### src/rtl/fibo_seq_ctrl.sv
// Sequencer for a 4-bit Fibonacci generator. It clears the generator, steps it once per
// accepted term, and streams each term with its index over a valid/ready port.
module fibo_seq_ctrl #(
  parameter int unsigned WIDTH = 4,
  parameter int unsigned CNT_W = 5
) (
  input  logic             clk,
  input  logic             reset,
  input  logic             start,
  input  logic [CNT_W-1:0] num_terms,
  output logic             busy,
  output logic             done,
  output logic             ovf,
  output logic             gen_clr,
  output logic             gen_step,
  input  logic [WIDTH-1:0] gen_value,
  output logic [WIDTH-1:0] term_out,
  output logic [CNT_W-1:0] term_idx,
  output logic             term_valid,
  input  logic             term_ready
);

  typedef enum logic [2:0] {
    S_IDLE,
    S_CLEAR,
    S_CAPTURE,
    S_OUTPUT,
    S_STEP,
    S_DONE
  } state_e;

  state_e           state_q, state_d;
  logic [CNT_W-1:0] count_q, count_d;
  logic [CNT_W-1:0] idx_q, idx_d;
  logic [WIDTH-1:0] term_q, term_d;
  logic [WIDTH-1:0] prev_q, prev_d;
  logic             ovf_q, ovf_d;
  logic             busy_q, busy_d;
  logic             done_q, done_d;
  logic             clr_q, clr_d;
  logic             step_q, step_d;
  logic             valid_q, valid_d;

  always_comb begin
    state_d = state_q;
    count_d = count_q;
    idx_d   = idx_q;
    term_d  = term_q;
    prev_d  = prev_q;
    ovf_d   = ovf_q;
    unique case (state_q)
      S_IDLE: begin
        if (start) begin
          if (num_terms != '0) begin
            state_d = S_CLEAR;
            count_d = num_terms;
            idx_d   = '0;
            ovf_d   = 1'b0;
          end else begin
            state_d = S_DONE;
          end
        end
      end
      S_CLEAR: state_d = S_CAPTURE;
      S_CAPTURE: begin
        term_d = gen_value;
        prev_d = gen_value;
        // A term smaller than its predecessor can only come from a modular wrap.
        if ((idx_q >= CNT_W'(2)) && (gen_value < prev_q)) begin
          ovf_d = 1'b1;
        end
        state_d = S_OUTPUT;
      end
      S_OUTPUT: begin
        if (term_ready) begin
          if (idx_q == count_q - CNT_W'(1)) begin
            state_d = S_DONE;
          end else begin
            state_d = S_STEP;
            idx_d   = idx_q + CNT_W'(1);
          end
        end
      end
      S_STEP:  state_d = S_CAPTURE;
      S_DONE:  state_d = S_IDLE;
      default: state_d = S_IDLE;
    endcase
  end

  // Control outputs are registered copies of the next-state decode, so they
  // track the state register exactly while staying glitch-free.
  always_comb begin
    busy_d  = (state_d != S_IDLE);
    done_d  = (state_d == S_DONE);
    clr_d   = (state_d == S_CLEAR);
    step_d  = (state_d == S_STEP);
    valid_d = (state_d == S_OUTPUT);
  end

  always_ff @(posedge clk) begin
    if (!reset) begin
      state_q <= S_IDLE;
      count_q <= '0;
      idx_q   <= '0;
      term_q  <= '0;
      prev_q  <= '0;
      ovf_q   <= 1'b0;
      busy_q  <= 1'b0;
      done_q  <= 1'b0;
      clr_q   <= 1'b0;
      step_q  <= 1'b0;
      valid_q <= 1'b0;
    end else begin
      state_q <= state_d;
      count_q <= count_d;
      idx_q   <= idx_d;
      term_q  <= term_d;
      prev_q  <= prev_d;
      ovf_q   <= ovf_d;
      busy_q  <= busy_d;
      done_q  <= done_d;
      clr_q   <= clr_d;
      step_q  <= step_d;
      valid_q <= valid_d;
    end
  end

  always_comb begin
    busy       = busy_q;
    done       = done_q;
    ovf        = ovf_q;
    gen_clr    = clr_q;
    gen_step   = step_q;
    term_out   = term_q;
    term_idx   = idx_q;
    term_valid = valid_q;
  end

endmodule

### config.mk
export PLATFORM = sky130hd
export DESIGN_NAME = fibo_seq_ctrl
export DESIGN_NICKNAME = d
export VERILOG_FILES = /design/src/rtl/fibo_seq_ctrl.sv
export SDC_FILE = /design/constraint.sdc
export NUM_CORES = 1
export LEC_CHECK = 0
export CAP_MARGIN = 10
export CORE_MARGIN = 2
export CORE_UTILIZATION = 40
export CTS_BUF_LIST = sky130_fd_sc_hd__clkbuf_8
export CTS_CLUSTER_SIZE = 28
export DETAILED_ROUTE_END_ITERATION = 7
export PLACE_DENSITY = 0.66
export SETUP_SLACK_MARGIN = 0.1
export SYNTH_ARGS = -nofsm -noshare
export SYNTH_HDL_FRONTEND = slang
export SYNTH_SLANG_ARGS = --single-unit
### constraint.sdc
create_clock -name clk -period 2.2 [get_ports clk]
set_input_delay 0.44 -clock clk [delete_from_list [all_inputs] [get_ports clk]]
set_output_delay 0.44 -clock clk [all_outputs]
set_load 0.005 [all_outputs]
==> impl_metrics.py <==
metrics = {
    "critical_path": {
        "cp_cell_sequence": "inv_1, ha_1, nand2b_1, o211a_1, o31ai_2, a21oi_2, and2_1",
        "cp-start-kind": "flip-flop",
        "cpPeakStageDelay_ns": 0.40,
        "reg2regPathDepth": 7,
        "end_kind": "flip-flop",
        "crit_arrival_ns": 2.04,
        "critPathMaxFanout": 8,
        "cp_num_buf_inv": 1,
        "crit_required_ns": 2.37,
        "cpMaxStageDelayCell": "dfxtp_1",
        "cp.depth": 7,
        "crit_type": "flip-flop to flip-flop",
        "crit_family": "compound AO/OA/AOI/OAI gates",
    },
    "sta": {
        "skew_ns": 0.00470,
        "tns_ns": 0,
        "maxSlewViolCount": 0,
        "finalSetupViolCount": 0,
        "hold_viol": 0,
        "tightest_slew_ns": 0.506,
        "slew_headroom_pct": 66.1,
        "fmaxAchievable_mhz": 536,
        "whs_ns": 0.488,
        "period_needed_ns": 1.87,
        "rsz0062_at_grt": "no",
        "period_share_pct": 84.8,
    },
    "clock_network": {
        "clk_path_buf_depth": 2,
        "clock_sinks": 23,
        "worstSkewPairLatency_ns": 0.27,
        "postCtsHoldBufs": 0,
        "clock-root-buffer": "clkbuf_8",
        "cts_tree": "yes",
        "cts_buffers": 3,
        "htreeDepth": 1,
        "path_clk_slew_ns": 0.09,
    },
    "routing": {
        "dr.first_iter.drc_count": 28,
        "wl_um": 2540,
        "drt_first_pass_iters": 4,
        "ant_nets": 0,
        "via_count": 1049,
        "vias_per_cell": 5.12,
        "wl_per_cell_um": 12.4,
        "drc": 0,
    },
    "global_routing": {
        "grt_antenna_before_repair": 0,
        "grt_pass1_wl_um": 4370,
        "grt_overflow": 0,
        "grt_pass1_vias": 1008,
        "grt_max_degree": 16,
        "track_usage_pct": 16.3,
    },
    "floorplanning": {
        "io_pins": 28,
        "die-area_um2": 3500,
        "die_h_um": 59.1,
        "rows": 20,
        "design.core.area_um2": 2980,
        "dieWidth_um": 59.1,
        "start_util_pct": 40.8,
    },
    "pwr": {
        "p_leak_uw": 0.000597,
        "power_density_nw_per_um2": 586,
        "ir_worst_vdd_uv": 355,
    },
    "yosys": {
        "syn_inst": 142,
        "synth.top_cell.area_share_pct": 37.9,
        "synth.most_common_cell": "dfxtp_1",
        "ys.flop_type": "dfxtp_1",
        "synthTopCellsByArea": "dfxtp_1 (38%), ha_1 (6.2%), a21oi_1 (5.8%), nand2_1 (5.6%), nor2_1 (4.9%)",
        "yosys-top-cells-count": "dfxtp_1 (23), nand2_1 (18), nor2_1 (16)",
        "synth_area_per_cell_um2": 8.56,
        "async_reset_ff_share_pct": 0,
        "syn-num-nets": 161,
        "ys_seq_area_share_pct": 37.9,
        "synth_area_um2": 1220,
        "synth_cell_type_count": 40,
        "ys_seq_elements": 23,
        "yosysTopAreaCell": "dfxtp_1",
        "yosys_warnings": 0,
        "synth_edf_count": 0,
    },
    "layout": {
        "area_growth_syn_to_layout_pct": 29.0,
        "drive_gt1_share_pct": 9.88,
        "num-fill-cells": 306,
        "antenna_cells": 0,
        "layout.nets": 192,
    },
    "placed_design": {
        "dp_hpwl_um": 1970,
        "portBuffers": 27,
        "place.gp.congestion": 0.790,
    },
    "status": {
        "status": "finished, final reports clean",
    },
    "run": {
        "maxCapViolCount": 0,
    },
    "worst_hold_path": {
        "hold-path-cell-count": 2,
        "min_path_type": "flip-flop to flip-flop",
    },
}
## through the flow
stage	setup slack, ns	instance area (um^2)	power (uW)	utilization, %	cells
global route	0.120	1570	981	52.7	205
CTS	0.292	1570	931	52.6	205
finish	0.334	1570	919	52.7	205
detailed placement	0.0144	1520	660	50.9	201
floorplan	0.543	1220	588	-	142
global placement	0.117	1520	654	50.9	201
## path summary, 6_finish.rpt
check | to | start | slack, ns
max | gen_step | count_q[0] | 0.33
min | ovf | ovf | 0.49
max reg2reg | gen_step | count_q[0] | 0.33
min reg2reg | ovf | ovf | 0.49
## cell type report
cell class                 instances  area (um^2)  share of cell area [%]
inverter                          10         37.5                    2.39
timing repair buffer              30          293                    18.7
clock inverter                     1         7.51                   0.478
tap                               33         41.3                    2.63
multi-input combinational        105          688                    43.9
clock buffer                       3         41.3                    2.63
sequential                        23          460                    29.3
## state kept, by name (all words and copies together) (netlist names)
name	count
count_q	5
gen_step	1
state_q	3
gen_clr	1
prev_q	4
term_idx	5
term_valid	1
done	1
busy	1
ovf	1
## cells in the final DEF (no fill, tap or decap), drive strengths merged, types with 4 or more instances in the layout
cell	count
clkdlybuf4s50	27
dfxtp	23
nand2	18
nor2	16
a21oi	16
inv	9
nand2b	6
ha	6
nand3	5
mux2i	4
## metal layers
| layer | up-vias | part of all wire, % | GRT usage (%) |
|---|---|---|---|
| met5 | - | 0 | 0 |
| met4 | 0 | 0.83 | 4.87 |
| met3 | 4 | 3.2 | 2.62 |
| met2 | 20 | 47 | 27.6 |
| met1 | 475 | 49 | 21.2 |
| li1 | 550 | - | - |
## kinds of logic after synthesis
| logic type | Yosys count | synth area share [%] |
|---|---|---|
| buffers and inverters | 14 | 5.86 |
| XOR/XNOR | 5 | 3.60 |
| AO/OA/AOI/OAI | 30 | 16.9 |
| multiplexers | 4 | 3.29 |
| flip-flops | 23 | 37.9 |
| adder cells (fa/ha/maj) | 6 | 6.17 |
| AND/OR/NAND/NOR | 60 | 26.3 |
## worst reg2reg max path: stages, from the launching register on
cell	delay (ns)
dfxtp_1	0.40
inv_1	0.06
ha_1	0.23
nand2b_1	0.17
o211a_1	0.14
o31ai_2	0.37
a21oi_2	0.20
and2_1	0.18
## what timing repair did
action | CTS | global route
resized for setup | 0 | 1
endpoints found under the setup margin | 0 | 1
buffers inserted | 0 | 0
## power breakdown
group          switching, uW  total [uW]  internal, uW
Combinational           92.4         189          96.6
Sequential              22.5         460           438
Clock                    142         270           128
No activity file was read; power rests on OpenSTA's default activity.
